<file path="src/rtl/spi_flash_cmd_ctrl.sv">
// SPI flash command sequencer: two requesters share one mode-0 flash bus via
// round-robin grant; opcode, optional 24-bit address, then len read bytes.
module spi_flash_cmd_ctrl #(
    parameter int CLK_DIV = 2
) (
    input  logic        clk,
    input  logic        rst,
    input  logic        req0_valid,
    input  logic [7:0]  req0_opcode,
    input  logic        req0_use_addr,
    input  logic [23:0] req0_addr,
    input  logic [7:0]  req0_len,
    output logic        req0_ready,
    input  logic        req1_valid,
    input  logic [7:0]  req1_opcode,
    input  logic        req1_use_addr,
    input  logic [23:0] req1_addr,
    input  logic [7:0]  req1_len,
    output logic        req1_ready,
    output logic [7:0]  rd_data,
    output logic        rd_valid,
    output logic        rd_src,
    output logic        done,
    output logic        done_src,
    output logic        cs,
    output logic        sck,
    output logic        mosi,
    input  logic        miso
);
    // state | meaning
    // IDLE  | bus released; arbitrate, then one cycle with the ready strobe
    // SETUP | cs low, sck low, opcode[7] on mosi
    // CMD   | shifting the 8 opcode bits
    // ADDR  | shifting the 24 address bits
    // DATA  | clocking len bytes in from miso, mosi held low
    // HOLD  | sck low before cs release
    // GAP   | cs high recovery before the next arbitration
    typedef enum logic [2:0] {IDLE, SETUP, CMD, ADDR, DATA, HOLD, GAP} state_t;

    localparam int DW = (CLK_DIV > 1) ? $clog2(CLK_DIV) : 1;
    localparam logic [DW-1:0] DIV_LAST = DW'(CLK_DIV - 1);

    state_t        state, state_nxt;
    logic [DW-1:0] div_cnt, div_nxt;
    logic          phase, phase_nxt;
    logic [11:0]   bit_cnt, bit_nxt;
    logic [31:0]   tx_sr, tx_nxt;
    logic [7:0]    rx_sr, rx_nxt;
    logic          use_addr, use_addr_nxt;
    logic [7:0]    len, len_nxt;
    logic          grant, grant_nxt;
    logic          last_grant, last_grant_nxt;
    logic          pend, pend_nxt;
    logic          ready0_nxt, ready1_nxt;
    logic [7:0]    rd_data_nxt;
    logic          rd_valid_nxt, rd_src_nxt, done_nxt, done_src_nxt;
    logic          cs_nxt, sck_nxt, mosi_nxt;
    logic          half_end, pick;

    always_comb begin
        state_nxt      = state;
        div_nxt        = div_cnt;
        phase_nxt      = phase;
        bit_nxt        = bit_cnt;
        tx_nxt         = tx_sr;
        rx_nxt         = rx_sr;
        use_addr_nxt   = use_addr;
        len_nxt        = len;
        grant_nxt      = grant;
        last_grant_nxt = last_grant;
        pend_nxt       = 1'b0;
        ready0_nxt     = 1'b0;
        ready1_nxt     = 1'b0;
        rd_data_nxt    = rd_data;
        rd_valid_nxt   = 1'b0;
        rd_src_nxt     = rd_src;
        done_nxt       = 1'b0;
        done_src_nxt   = done_src;
        pick           = 1'b0;
        half_end       = (div_cnt == DIV_LAST);

        case (state)
            IDLE: begin
                // pend marks the ready cycle so a still-held valid is not granted twice
                if (pend) begin
                    state_nxt = SETUP;
                    div_nxt   = '0;
                    phase_nxt = 1'b0;
                end else if (req0_valid || req1_valid) begin
                    pick           = (req0_valid && req1_valid) ? ~last_grant : req1_valid;
                    grant_nxt      = pick;
                    last_grant_nxt = pick;
                    pend_nxt       = 1'b1;
                    ready0_nxt     = ~pick;
                    ready1_nxt     = pick;
                    tx_nxt         = pick ? {req1_opcode, req1_addr} : {req0_opcode, req0_addr};
                    use_addr_nxt   = pick ? req1_use_addr : req0_use_addr;
                    len_nxt        = pick ? req1_len : req0_len;
                end
            end
            SETUP: begin
                if (half_end) begin
                    state_nxt = CMD;
                    div_nxt   = '0;
                    bit_nxt   = 12'd8;
                end else begin
                    div_nxt = div_cnt + 1'b1;
                end
            end
            CMD, ADDR, DATA: begin
                if (!half_end) begin
                    div_nxt = div_cnt + 1'b1;
                end else begin
                    div_nxt   = '0;
                    phase_nxt = ~phase;
                    if (phase) begin
                        tx_nxt  = {tx_sr[30:0], 1'b0};
                        bit_nxt = bit_cnt - 12'd1;
                        if (state == DATA) begin
                            rx_nxt = {rx_sr[6:0], miso};
                            // remaining count is a multiple of 8 plus one on each byte's last bit
                            if (bit_cnt[2:0] == 3'd1) begin
                                rd_data_nxt  = {rx_sr[6:0], miso};
                                rd_valid_nxt = 1'b1;
                                rd_src_nxt   = grant;
                            end
                        end
                        if (bit_cnt == 12'd1) begin
                            if (state == CMD && use_addr) begin
                                state_nxt = ADDR;
                                bit_nxt   = 12'd24;
                            end else if (state != DATA && len != 8'd0) begin
                                state_nxt = DATA;
                                bit_nxt   = {1'b0, len, 3'b000};
                            end else begin
                                state_nxt = HOLD;
                            end
                        end
                    end
                end
            end
            HOLD: begin
                if (half_end) begin
                    state_nxt    = GAP;
                    div_nxt      = '0;
                    phase_nxt    = 1'b0;
                    done_nxt     = 1'b1;
                    done_src_nxt = grant;
                end else begin
                    div_nxt = div_cnt + 1'b1;
                end
            end
            GAP: begin
                if (half_end) begin
                    div_nxt   = '0;
                    phase_nxt = ~phase;
                    if (phase) state_nxt = IDLE;
                end else begin
                    div_nxt = div_cnt + 1'b1;
                end
            end
            default: state_nxt = IDLE;
        endcase

        cs_nxt   = !(state_nxt inside {SETUP, CMD, ADDR, DATA, HOLD});
        sck_nxt  = phase_nxt && (state_nxt inside {CMD, ADDR, DATA});
        mosi_nxt = (state_nxt inside {SETUP, CMD, ADDR}) ? tx_nxt[31] : 1'b0;
    end

    always_ff @(posedge clk) begin
        if (rst) begin
            state      <= IDLE;
            div_cnt    <= '0;
            phase      <= 1'b0;
            bit_cnt    <= '0;
            tx_sr      <= '0;
            rx_sr      <= '0;
            use_addr   <= 1'b0;
            len        <= '0;
            grant      <= 1'b0;
            last_grant <= 1'b1;
            pend       <= 1'b0;
            req0_ready <= 1'b0;
            req1_ready <= 1'b0;
            rd_data    <= '0;
            rd_valid   <= 1'b0;
            rd_src     <= 1'b0;
            done       <= 1'b0;
            done_src   <= 1'b0;
            cs         <= 1'b1;
            sck        <= 1'b0;
            mosi       <= 1'b0;
        end else begin
            state      <= state_nxt;
            div_cnt    <= div_nxt;
            phase      <= phase_nxt;
            bit_cnt    <= bit_nxt;
            tx_sr      <= tx_nxt;
            rx_sr      <= rx_nxt;
            use_addr   <= use_addr_nxt;
            len        <= len_nxt;
            grant      <= grant_nxt;
            last_grant <= last_grant_nxt;
            pend       <= pend_nxt;
            req0_ready <= ready0_nxt;
            req1_ready <= ready1_nxt;
            rd_data    <= rd_data_nxt;
            rd_valid   <= rd_valid_nxt;
            rd_src     <= rd_src_nxt;
            done       <= done_nxt;
            done_src   <= done_src_nxt;
            cs         <= cs_nxt;
            sck        <= sck_nxt;
            mosi       <= mosi_nxt;
        end
    end
endmodule

</file>
<file path="config.mk">
export PLATFORM = sky130hd
export DESIGN_NAME = spi_flash_cmd_ctrl
export DESIGN_NICKNAME = d
export VERILOG_FILES = /design/src/rtl/spi_flash_cmd_ctrl.sv
export SDC_FILE = /design/constraint.sdc
export NUM_CORES = 1
export LEC_CHECK = 0
export CORE_MARGIN = 4
export CORE_UTILIZATION = 44
export DETAILED_ROUTE_END_ITERATION = 6
export GPL_TIMING_DRIVEN = 1
export PLACE_DENSITY = 0.86
export SLEW_MARGIN = 20
export SYNTH_ARGS = -nofsm -noshare
export SYNTH_HDL_FRONTEND = slang
export SYNTH_SLANG_ARGS = --single-unit
</file>
<file path="constraint.sdc">
create_clock -name clk -period 2.1 [get_ports clk]
set_input_delay 0.525 -clock clk [delete_from_list [all_inputs] [get_ports clk]]
set_output_delay 0.525 -clock clk [all_outputs]
set_load 0.05 [all_outputs]
</file>
======== Yosys cells after proc, flatten, opt, wreduce, memory -nomap -nowiden ========
Cells that the tools add are included.
word-level totals
  flip-flop bits (word level) ............. 85
  output and inout port bits .............. 17
  input port bits ......................... 87
  word-level logic and storage cells ...... 121
operators by class
  add/sub/neg operators ................... 2
  mux-type cells .......................... 37
  reductions and logical operators ........ 29
  eq/ne operators ......................... 20
  bitwise gates (word level) .............. 11
operators with widths
  cell                   number
  $mux 32                5
  $mux 12                6
  $pmux 32 s2            1
  $mux 3                 9
  $pmux 12 s2            1
  $eq 3x3->1 const B     5
  $pmux 3 s5             1
  $eq 12x1->1 const B    1
  $eq 3x2->1 const B     4
  $ne 2x2->1 const B     6
  $sub 12x1->12 const B  1
  $mux 1                 11
  $not 1->1              11
  $reduce_and 5->1       2
  $eq 3x1->1 const B     3
  $mux 8                 1
  $reduce_and 4->1       2
  $reduce_bool 8->1      1
  $reduce_or 4->1        2
  $reduce_bool 2->1      3
  $reduce_bool 3->1      2
  $reduce_or 3->1        2
  $reduce_or 6->1        1
  $reduce_bool 5->1      1
  12 further kinds       17

======== Longest topological paths before layout ========
  word-level depth ........................ 12
  gate-level depth with buffers ........... 9
  mapped depth without buffers ............ 7

======== Least setup slack after synthesis ========
Ideal clock, no wire load.
  path kind ............................... flip-flop to flip-flop
  from .................................... register bit_cnt[4]
  to ...................................... register cs
  data arrival time ....................... 2161 ps
  stages on the path, launching flop included .. 8
  setup slack ............................. -183 ps
  period minus slack after synthesis ...... 2283 ps
  path buffers ............................ 2
  library setup time ...................... 122 ps
  cell sequence ........................... dfxtp_1 -> or4_1 -> buf_2 -> and4bb_2 -> buf_4 -> a21oi_1 -> o32a_1 -> a311o_1
between the ends
  longest elaborated chain between the ends .. 8
  elaborated cells between the ends (all ways) .. 12
RTL lines
  what                                      RTL line  RTL
  start: declaration                        46        logic [11:0] bit_cnt, bit_nxt;
  start signal: assignment                  197       bit_cnt <= bit_nxt;
  $eq 12x1->1 *                             128       if (bit_cnt == 12'd1) begin
  $mux 3 *                                  128
  $mux 3 *                                  116       if (phase) begin
  $mux 3 *                                  111       if (!half_end) begin
  $pmux 3 s5 *                              82        case (state)
  $eq 3x1->1, or another cell as far along  165       cs_nxt = !(state_nxt inside {SETUP, CMD, ADDR, DATA, HOLD});
  $reduce_bool 5->1 *                       165
  $logic_not 1->1 *                         165
  end signal: assignment                    212       cs <= cs_nxt;
  end: declaration                          25        output logic cs,
Mark *: on every way between the ends. The rest lies on a longest branch, timed or not.
A chain may end at the register's enable or synchronous reset.

======== Worst setup path after layout ========
  from .................................... register bit_cnt[0]
  to ...................................... register bit_cnt[11]
between the ends
  longest elaborated chain between the ends .. 7
  elaborated cells between the ends (all ways) .. 8
RTL lines
  what           RTL line  RTL
  $sub 12x1->12  118       bit_nxt = bit_cnt - 12'd1;
  $mux 12        132       end else if (state != DATA && len != 8'd0) begin
  $mux 12        129       if (state == CMD && use_addr) begin
  $mux 12 *      128
  $mux 12 *      116
  $mux 12 *      111
  $pmux 12 s2 *  82
Mark *: on every way between the ends. The rest lies on a longest branch, timed or not. The select of a mux whose other input is x is not followed.

==> flow_metrics.tcl <==
set metrics [dict create \
    status "complete, but fails checks" \
    failed_checks "design-rule violations, negative setup slack" \
    hold_viol_final 0 \
    critPathMaxStageDelay_ns 0.56 \
    synth_top_area_share_pct 41.7 \
    synth_cell_types 52 \
    synth.most_common_cell "dfxtp_1" \
    hp-class "reg -> reg" \
    peakVddDrop_uv 354 \
    grt_pass1_wl_um 18700 \
    worst_pin_slew_ns 0.536 \
    numCtsBuffers 9 \
    cp_data_required_time_ns 2.40 \
    rr_worst_depth 5 \
    fmax_mhz 462 \
    wire_per_inst_um 16.6 \
    finalClockSkew_ns 0.0114 \
    final_cell_area_um2 5900 \
    n_antenna_cell 0 \
    path_cells "or4_4 -> or3_4 -> or3_4 -> or4_4 -> a31oi_1" \
    min_period_over_period_pct 103 \
    grt_max_degree 42 \
    path_clk_slew_ns 0.09 \
    syn_area_per_cell_um2 8.98 \
    crit_buf_inv 0 \
    grt_overflow 0 \
    setup_ws_ns -0.0643 \
    synthMuxAreaShare_pct 13.2 \
    chipHeight_um 104 \
    vias 4121 \
    cts_tree "done" \
    leakage_nw 2.31 \
    dr_wl_met2_um 5840 \
    die_x_um 104 \
    slew_viol_final 0 \
    clockBufferDepth 2 \
    fillers 647 \
    maxCapViolations 0 \
    fp.dieArea_um2 10900 \
    arrival_ns 2.46 \
    cts_hold_buf 0 \
    antenna_found_initial 0 \
    dpl.hpwl_um 8540 \
    met3_length_um 956 \
    setup_violations 2 \
    cp_slowest_cell "or4_4" \
    min_path_cells 2 \
    critPathLaunchType "flop" \
    ys_async_sr_fraction_pct 0 \
    period_needed_ns 2.16 \
    row_count 34 \
    drt_first_pass_iters 7 \
    clock_latency_ns 0.37 \
    final_layout_size_suffix_gt1_share_pct 23.4 \
    ys_ff_latch 85 \
    rsz0062_at_grt "true" \
    fin_cells 701 \
    synth-seq-area-share_pct 41.7 \
    core_area_um2 8850 \
    grt_pass1_vias 4137 \
    dp_cells 681 \
    syn_area_um2 4080 \
    fin_nets 679 \
    powerDensity_nw_per_um2 666 \
    crit_type "reg -> reg" \
    synth_compound_area_share_pct 20.5 \
    synth-simple-area-share_pct 18.1 \
    vias_per_cell 5.88 \
    synthCells 454 \
    synthTopCellsByCount "dfxtp_1, nor2_1, clkbuf_1" \
    wl_um 11700 \
    place_area_um2 5560 \
    htreeDepth 3 \
    synth_edf_count 0 \
    max-slew-margin-rel_pct 64.1 \
    ant_nets 0 \
    cp_top_family "simple AND/OR/NAND/NOR gates" \
    crit_path_end_kind "flop" \
    pin_count 104 \
    grt_use_total_pct 20.5 \
    highest_layer "met4" \
    synth_top_family_by_area "compound AO/OA/AOI/OAI gates" \
    syn-num-nets 545 \
    first_iter_violations 434 \
    synth_xor_area_share_pct 0.645 \
    fin_hold_ws_ns 0.462 \
    path_max_fanout 3 \
    yosysWarnings 0 \
    clockRootBuffer "clkbuf_8" \
    met1_length_um 4670 \
    area_growth_pct 44.8 \
    ys.flop_type "dfxtp_1" \
    gp_congestion 0.892 \
    drc_errors 3 \
    io_buffers 103 \
    initial_core_util_pct 46.1 \
    synthAdderAreaFrac_pct 1.23 \
    yosysTopAreaCell "dfxtp_1" \
    synthTopCellsByArea "dfxtp_1, mux2_2, a222oi_1, nor2_1, mux2i_1" \
    cp_num_cells 5 \
    clock-sinks 85 \
]
==> state kept, by name (all words and copies together) (netlist names), 3 cells and up <==
signal and cells:
tx_sr 32, bit_cnt 12, len 8, rd_data 8
rx_sr 7, state 3
==> worst register-to-register path: stages, from the launching register on <==
cell and delay, ns:
dfxtp_1 0.34, or4_4 0.56, or3_4 0.34, or3_4 0.33, or4_4 0.41, a31oi_1 0.13
==> power breakdown <==
part | total (mW) | internal [mW] | switching [mW]
clock network | 1.10 | 0.477 | 0.619
registers | 1.85 | 1.74 | 0.102
logic | 0.992 | 0.528 | 0.463
==> kinds of logic after synthesis <==
group / Yosys count
muxes: 50
DFF: 85
xor gates and xnor gates: 3
adders and majority gates: 4
buffers and inverters: 48
AOI/OAI and AO/OA: 107
and+or+nand+nor: 157
==> metrics by stage <==
step | TNS, ns | utilization [%] | worst slack (ns) | total power, mW
floorplan | -0.261 | - | -0.124 | 2.39
global placement | -7.64 | 62.9 | -0.229 | 2.79
detailed placement | -10.56 | 62.9 | -0.340 | 2.83
CTS | -0.101 | 65.9 | -0.0561 | 3.93
global route | -0.337 | 66.7 | -0.124 | 4.10
finish | -0.118 | 66.7 | -0.0643 | 3.93
==> cells in the final DEF, fill, tap and decap left out, drive strengths merged, types with 7 or more instances in the layout <==
master and count:
a222oi 31, nand3 7, nor3 9, a21oi 20, a31oi 7, inv 10, nand2 28, a211oi 9
mux2i 19, buf 61, o21ai 9, dfxtp 85, clkbuf 11, nor2 74, clkdlybuf4s50 101, mux2 31
==> what timing repair did <==
item | CTS | global route
pin swaps | 3 | 4
gates resized for setup | 13 | 15
setup buffers | 2 | 2
endpoints found under the setup margin | 14 | 38
==> layer usage <==
metal  track usage (%)  up-vias
li1                  -     1973
met1              23.4     1910
met2              36.7      213
met3              5.21       25
met4              7.88        0
met5                 0        -
==> path summary, 6_finish.rpt <==
path	endpoint	slack (ns)	startpoint
worst min register to register	rx_sr[6]	0.46	rx_sr[6]
worst min-delay path	rx_sr[6]	0.46	rx_sr[6]
worst max register to register	bit_cnt[11]	-0.06	bit_cnt[0]
worst max-delay path	bit_cnt[11]	-0.06	bit_cnt[0]
==> area by class of cell <==
class / instances / area (um^2) / area share [%]
multi-input combinational: 321 / 2330 / 39.5
tap: 108 / 135 / 2.29
timing repair buffer: 163 / 1520 / 25.7
clock inverter: 5 / 43.8 / 0.742
clock buffer: 11 / 141 / 2.39
sequential: 85 / 1710 / 28.9
inverter: 8 / 30.0 / 0.509
No activity file was read; power rests on OpenSTA's default activity.
